--- src/rtl/n2p_port_tx.sv ---
// Read-side controller for the node-to-port FIFO: hides the FIFO's registered read latency and frames flits onto a valid/ready link.
// Optional statistics counters (pkt_cnt, drop_cnt) are built when N2P_TX_STATS_EN is defined.
module n2p_port_tx #(
  parameter int DATA_WIDTH = 9,
  parameter int LEN_WIDTH  = 4,
  parameter int STAT_WIDTH = 16
) (
  input  logic                    clk,
  input  logic                    rst_n,
  input  logic                    fifo_empty,
  input  logic [DATA_WIDTH-1:0]   fifo_data,
  output logic                    fifo_rd_en,
  output logic                    tx_valid,
  input  logic                    tx_ready,
  output logic [DATA_WIDTH-2:0]   tx_data,
  output logic                    tx_sop,
  output logic                    tx_eop,
  output logic                    framing_err
`ifdef N2P_TX_STATS_EN
  ,
  output logic [STAT_WIDTH-1:0]   pkt_cnt,
  output logic [STAT_WIDTH-1:0]   drop_cnt
`endif
);

  typedef enum logic {
    IDLE,
    PAYLOAD
  } state_t;

  state_t                state;
  logic [LEN_WIDTH-1:0]  rem;
  logic [1:0]            occ;
  logic                  inflight_p1;
  logic [DATA_WIDTH-1:0] buf_p2 [2];

  logic [DATA_WIDTH-1:0] head;
  logic                  head_hdr;
  logic [LEN_WIDTH-1:0]  head_len;
  logic                  has_head;
  logic                  drop;
  logic                  accept;
  logic                  pop;
  logic                  rem_is_one;
  logic [2:0]            backlog;
  logic [2:0]            room;

  assign head       = buf_p2[0];
  assign head_hdr   = head[DATA_WIDTH-1];
  assign head_len   = head[LEN_WIDTH-1:0];
  assign has_head   = (occ != 2'd0);
  assign rem_is_one = (rem == LEN_WIDTH'(1));

  // A payload flit reaching the head while idle belongs to no packet: discard it in place.
  assign drop     = has_head && (state == IDLE) && !head_hdr;
  assign tx_valid = has_head && !drop;
  assign accept   = tx_valid && tx_ready;
  assign pop      = accept || drop;

  assign tx_data     = tx_valid ? head[DATA_WIDTH-2:0] : '0;
  assign tx_sop      = tx_valid && head_hdr;
  assign tx_eop      = tx_valid && (head_hdr ? (head_len == '0) : rem_is_one);
  assign framing_err = drop || (accept && (state == PAYLOAD) && head_hdr);

  // Entries already buffered or arriving next edge, less the one leaving now, must leave a free slot.
  assign backlog    = {1'b0, occ} + {2'b00, inflight_p1};
  assign room       = 3'd2 + {2'b00, pop};
  assign fifo_rd_en = rst_n && !fifo_empty && (backlog < room);

  // Stage p1: read issued last cycle, data present on fifo_data now
  always_ff @(posedge clk or negedge rst_n) begin
    if (!rst_n) begin
      inflight_p1 <= 1'b0;
      occ         <= 2'd0;
    end else begin
      inflight_p1 <= fifo_rd_en;
      case ({inflight_p1, pop})
        2'b10:   occ <= occ + 2'd1;
        2'b01:   occ <= occ - 2'd1;
        default: occ <= occ;
      endcase
    end
  end

  // Stage p2: two-entry output buffer, slot 0 is the head
  always_ff @(posedge clk) begin
    if (pop) begin
      if (inflight_p1 && (occ == 2'd1)) begin
        buf_p2[0] <= fifo_data;
      end else begin
        buf_p2[0] <= buf_p2[1];
      end
      if (inflight_p1 && (occ == 2'd2)) begin
        buf_p2[1] <= fifo_data;
      end
    end else if (inflight_p1) begin
      if (occ == 2'd0) begin
        buf_p2[0] <= fifo_data;
      end else begin
        buf_p2[1] <= fifo_data;
      end
    end
  end

  always_ff @(posedge clk or negedge rst_n) begin
    if (!rst_n) begin
      state <= IDLE;
      rem   <= '0;
    end else if (accept) begin
      if (head_hdr) begin
        rem   <= head_len;
        state <= (head_len != '0) ? PAYLOAD : IDLE;
      end else if (rem != '0) begin
        rem <= rem - LEN_WIDTH'(1);
        if (rem_is_one) begin
          state <= IDLE;
        end
      end
    end
  end

`ifdef N2P_TX_STATS_EN
  always_ff @(posedge clk or negedge rst_n) begin
    if (!rst_n) begin
      pkt_cnt  <= '0;
      drop_cnt <= '0;
    end else begin
      if (accept && tx_eop && (pkt_cnt != '1)) begin
        pkt_cnt <= pkt_cnt + STAT_WIDTH'(1);
      end
      if (drop && (drop_cnt != '1)) begin
        drop_cnt <= drop_cnt + STAT_WIDTH'(1);
      end
    end
  end
`endif

endmodule

--- config.mk ---
export PLATFORM = sky130hd
export DESIGN_NAME = n2p_port_tx
export DESIGN_NICKNAME = d
export VERILOG_FILES = /design/src/rtl/n2p_port_tx.sv
export SDC_FILE = /design/constraint.sdc
export NUM_CORES = 1
export LEC_CHECK = 0
export ABC_AREA = 0
export ABC_CLOCK_PERIOD_IN_PS = 2150
export CAP_MARGIN = 0
export CORE_MARGIN = 3
export CORE_UTILIZATION = 40
export CTS_BUF_LIST = sky130_fd_sc_hd__clkbuf_8
export CTS_CLUSTER_DIAMETER = 200
export DETAILED_ROUTE_END_ITERATION = 16
export GPL_TIMING_DRIVEN = 0
export PLACE_DENSITY = 0.64
export SLEW_MARGIN = 20
export SYNTH_ARGS = -nofsm -noshare
export SYNTH_HDL_FRONTEND = slang
export SYNTH_SLANG_ARGS = --single-unit
export TNS_END_PERCENT = 50
--- constraint.sdc ---
create_clock -name clk -period 2.15 [get_ports clk]
set_input_delay 0.43 -clock clk [delete_from_list [all_inputs] [get_ports clk]]
set_output_delay 0.43 -clock clk [all_outputs]
set_load 0.005 [all_outputs]
# ---- Word-level counts from Yosys, hierarchy flattened
# Memory sizes are Yosys's and may differ from the RTL's.
# Index checks and enable logic that the tools add are counted.
dict set report word_totals {
  elab_cells 76
  n_memories 1
  out_inout_bits 13
  in_bits 13
  regBits 8
  ramBits 18
}
dict set report classes {
  magnitude_cmp 1
  bitwise 4
  n_reduce_logical 27
  add_sub_neg 5
  n_mux 29
  eq_ne 5
}
# memory words width read_ports rd_clocked_by_memory_dff write_ports line
set memory_table {}
lappend memory_table {buf_p2 2 9 2 0 2 35} ;# logic [DATA_WIDTH-1:0] buf_p2 [2];
# op n
set ops {}
lappend ops {{$mux W9} 3}
lappend ops {{$mux W1} 22}
lappend ops {{$logic_and A1 B1 Y1} 12}
lappend ops {{$mux W4} 2}
lappend ops {{$mux W8} 1}
lappend ops {{$reduce_bool A2 Y1} 4}
lappend ops {{$reduce_bool A4 Y1} 2}
lappend ops {{$eq A2 B1 Y1 const B} 2}
lappend ops {{$eq A2 B2 Y1 const B} 2}
lappend ops {{$eq A4 B1 Y1 const B} 1}
lappend ops {{$logic_not A4 Y1} 1}
lappend ops {{$pmux W2 S2} 1}
lappend ops {{$sub A4 B1 Y4 const B} 1}
lappend ops {{$add A2 B1 Y3} 1}
lappend ops {{$add A2 B1 Y3 const A} 1}
lappend ops {{$logic_not A1 Y1} 3}
lappend ops {{$lt A3 B3 Y1} 1}
lappend ops {{$or A1 B1 Y1} 3}
lappend ops {{$reduce_and A3 Y1} 1}
lappend ops {{$add A2 B1 Y2 const B} 1}
lappend ops {{$logic_not A2 Y1} 1}
lappend ops {{$logic_or A1 B1 Y1} 2}
lappend ops {{$reduce_and A2 Y1} 1}
lappend ops {{$sub A2 B1 Y2 const B} 1}
lappend ops {{$not A1 Y1} 1}

# ---- Logic depth before layout (Yosys ltp)
dict set report logic_depth {
  depth_word 11
  ltp_mapped 7
  ltp_nobuf 7
}

# ---- Worst setup path before layout
# Ideal clock, no wire load.
dict set report synth_path {
  kind {register to register}
  startpoint {register occ[0]}
  endpoint {memory buf_p2[1][1] (netlist: buf_p2[0][10]) (enable)}
  synth_period_minus_slack_ns 2.012
  n_path_buf 0
  setup_slack_ns 0.138
  setup_time_ns 0.387
  required_time_ns 1.763
  arrival_time_ns 1.626
  stages_incl_launch_ff 6
  path_cell_list {dfrtp_1 inv_1 ha_1 o21bai_1 nor2_1 nor3_1}
}
# element line
set synth_lines {}
lappend synth_lines {{start: declaration} 33} ;# logic [1:0] occ;
lappend synth_lines {{start signal: assignment} 78} ;# 2'b10: occ <= occ + 2'd1;
lappend synth_lines {{start signal: assignment} 79} ;# 2'b01: occ <= occ - 2'd1;
lappend synth_lines {{end: declaration} 35}

# ---- Final worst setup path
dict set report layout_path {
  startpoint {register occ[0]}
  endpoint {output fifo_rd_en}
}
dict set report layout_via {
  elab_chain_len 10
  elab_cells_between_ends 11
  cone_classes {add/sub (2); order compare (1); reduce/logical (8)}
}
# element line
set layout_rtl {}
lappend layout_rtl {{$reduce_bool A2 Y1} 51} ;# assign has_head = (occ != 2'd0);
lappend layout_rtl {{$logic_and A1 B1 Y1 (2 in a row)} 55} ;# assign drop = has_head && (state == IDLE) && !head_hdr;
lappend layout_rtl {{$logic_not A1 Y1} 56} ;# assign tx_valid = has_head && !drop;
lappend layout_rtl {{$logic_and A1 B1 Y1} 56}
lappend layout_rtl {{$logic_and A1 B1 Y1} 57} ;# assign accept = tx_valid && tx_ready;
lappend layout_rtl {{$logic_or A1 B1 Y1} 58} ;# assign pop = accept || drop;
lappend layout_rtl {{$add A2 B1 Y3} 67} ;# assign room = 3'd2 + {2'b00, pop};
lappend layout_rtl {{$lt A3 B3 Y1 (*)} 68} ;# assign fifo_rd_en = rst_n && !fifo_empty && (backlog < room);
lappend layout_rtl {{$logic_and A1 B1 Y1 (*)} 68}
lappend layout_rtl {{end: declaration} 12} ;# output logic fifo_rd_en,
# Every way passes the cells marked *; elsewhere a longest branch is shown, timed or not.

==> results.md <==
- Critical path, cell by cell: buf_6, ha_1, ha_1, o21ai_0, and3_1, clkbuf_2
- Fin Setup TNS: 0 ns
- Cell at the root of the clock tree: clkbuf_8
- Initial antenna violation count: 0
- Fin crit period: 2.09 ns
- Mean Syn Cell Area: 12.2 µm²
- CP Buf/Inv Count: 2
- Die Y-Extent: 63.5 µm
- Clock power share: 14.1%
- H-tree levels: 1
- Syn Inst Count: 108
- Register area share after synthesis: 56.1%
- Worst slew pin tran: 0.723 ns
- Setup crit end kind: primary output
- Worst R2R End: rem[2]
- Worst reg2reg path depth: 8
- Initial Util: 42.6%
- Largest net degree at the start of global routing: 16
- Buffers on Ports: 25
- Die X: 63.5 µm
- Gr usage total: 14.8%
- Global-route wire length before repair: 4.64 mm
- Max Cap Viol: 0
- Initial DRC Count: 54
- Global route overflow: 0
- Fmax: 479 MHz
- CTS tree: done
- Layout cells sized above 1: 25.0%
- Status: complete, no violations
- Final ANT Viol Nets: 0
- Drt total wl: 2.65 mm
- Vias: 960
- Kind of cell adding the most delay to the critical path: adder cells
- Slew HR: 51.5%
- Num ports: 26
- Switching share of total power: 33.5%
- # setup viols final: 0
- Drt pass-1 iters: 4
- Leak pwr: 0.820 nW
- Seq pwr share: 33.0%
- Crit path top cell by count: ha_1
- WP data arrival: 1.66 ns
- Full die area: 4030 µm²
- Internal power component: 1.87 mW
- Vias per cell: 5.00
- Slowest Stage Delay on Critical Path: 0.42 ns
- Nets: 171
- Worst R2R Setup Slack: 0.25 ns
- Total CTS buffers: 3
- Sw Pwr: 943 µW
- Combinational share of power: 52.9%
- Final Max Tran Viols: 0
- Post-DP HPWL: 1.89 mm
- Row cnt: 20
- Vias in the first global route: 955
- RSZ-0062 raised after global routing: yes
- Worst EP required: 1.72 ns
- Final Power: 2.81 mW
- Mapped Area: 1320 µm²
- Hold Vio Cnt, Final: 0
- Clk sinks: 26
- Diodes inserted: 0
- Synth warnings: 0
- Final RePlAce weighted congestion: 0.838
- Library cells used by synthesis: 27
- VDD IR max: 0.643 mV
- Drt drc: 0
- Worst Path Max Fanout: 3
- Clk_skew: 0.00577 ns
- Mean routed wirelength per cell: 13.8 µm
- Slowest CP cell: dfrtp_1
- Final core occ: 59.2%
- Worst skew pair latency: 0.27 ns
- Final period util: 97.0%
- Hold-fix buffers at CTS: 0
- Clk pin slew, worst setup/hold paths: 0.09 ns
- Syn Nets: 130
- Seq cells post-synth: 26
- Crit Path Category: flip-flop to primary output
- Worst Hold Class: input port to asynchronous set/reset pin
- Core region area: 3100 µm²
- Max clock buf depth: 2
- CP startpoint kind: flip-flop
- RR Startpoint: occ[1]
- Area grow syn2layout: 39.1%
- Pwr Density: 1530 nW/µm²
-- synthesized netlist by cell type --
master	n	area, µm²
dfrtp_1	8	200
nor3b_1	1	7.51
nand3_2	1	10.0
a21o_1	1	7.51
nand2_1	8	30.0
o41ai_1	1	8.76
mux2_2	9	101
clkbuf_1	2	7.51
buf_4	1	7.51
o21ba_4	1	16.3
edfxtp_1	18	541
nand3_1	2	10.0
and3_1	3	18.8
inv_1	6	22.5
mux2i_1	1	10.0
ha_1	9	113
o21bai_1	1	7.51
a21oi_1	3	15.0
nor2_1	9	33.8
a211oi_1	1	7.51
nor3_1	2	10.0
xnor2_1	2	17.5
nor2b_1	1	6.26
and2_1	8	50.1
o21ai_0	5	25.0
or4b_1	3	30.0
a22oi_1	1	7.51
-- power groups by stage --
stage	clock network [mW]	logic [mW]	registers, mW
6_report	0.398	1.49	0.927
5_1_grt	0.430	1.66	0.954
4_1_cts	0.412	1.38	0.936
3_5_place_dp	0	1.26	0.942
3_3_place_gp	0	1.22	0.929
2_1_floorplan	0	0.763	0.886
-- worst max path at each step --
stage | cells past startpoint | startpoint | slack (ns) | endpoint
floorplan | 5 | occ[0] | 0.14 | buf_p2[0][10]
global placement | 4 | tx_ready | -0.58 | buf_p2[0][16]
detailed placement | 7 | occ[0] | -0.36 | tx_eop
CTS | 5 | occ[0] | -0.12 | tx_data[2]
global route | 6 | occ[0] | -0.04 | fifo_rd_en
finish | 6 | occ[0] | 0.06 | fifo_rd_en
-- cells by family (layout without fill, tap and decap cells) --
family                   count (synthesis)  in the layout  share of synthesized area [%]
flip-flops                              26             26                           56.1
multiplexers                            10             10                           8.43
buffers and inverters                    9             48                           2.84
AO/OA/AOI/OAI                           14             15                           7.20
AND/OR/NAND/NOR                         38             38                           15.6
adder cells (fa/ha/maj)                  9              9                           8.52
XOR/XNOR                                 2              2                           1.33
-- layer usage --
layer / vias up / share of wire [%] / global-route usage [%]
met3: 2 / 3.9 / 3.57
met5: - / 0 / 0
met4: 0 / 0.42 / 3.23
met1: 468 / 42 / 18.1
li1: 472 / - / -
met2: 18 / 54 / 26.3
-- flip-flops by register name (all words and copies together), names as in the netlist --
| name | cells |
|---|---|
| buf_p2 | 18 |
| rem | 4 |
| occ | 2 |
| inflight_p1 | 1 |
| state | 1 |
-- cell usage in the layout, fill, tap and decap left out, drive strengths merged, types with 3 or more instances in the layout --
cell type / n
clkdlybuf4s15: 3
nand2: 8
a21oi: 3
and2: 8
nand3: 3
buf: 13
edfxtp: 18
ha: 9
nor2: 9
clkdlybuf4s50: 12
dlygate4sd2: 3
or4b: 3
o21ai: 5
dlymetal6s2s: 6
mux2: 9
dfrtp: 8
inv: 6
clkbuf: 4
and3: 3
-- final cells by class --
type / count / area, µm²
Buffer: 2 / 15.0
Clock buffer: 3 / 41.3
Clock inverter: 1 / 30.0
Fill cell: 291 / 1260
Inverter: 6 / 22.5
Multi-Input combinational cell: 74 / 591
Sequential cell: 26 / 741
Tap cell: 44 / 55.1
Timing Repair Buffer: 36 / 343
-- through the flow --
step	cell area (µm²)	cells	hold slack (ns)	setup slack [ns]
floorplan	1320	108	0.134	0.138
global route	1840	192	0.466	-0.0415
finish	1840	192	0.451	0.0643
CTS	1770	186	0.458	-0.124
detailed placement	1630	177	0.530	-0.364
global placement	1630	177	0.528	-0.581
-- repair_timing --
| item | in CTS | in global routing |
|---|---|---|
| buffers inserted | 5 | 6 |
| hold endpoints to repair | 0 | 0 |
| resized for setup | 15 | 15 |
| gates cloned | 1 | 0 |
| pin swaps | 1 | 2 |
| setup endpoints to repair | 13 | 10 |
(Power assumes the default switching activity.)
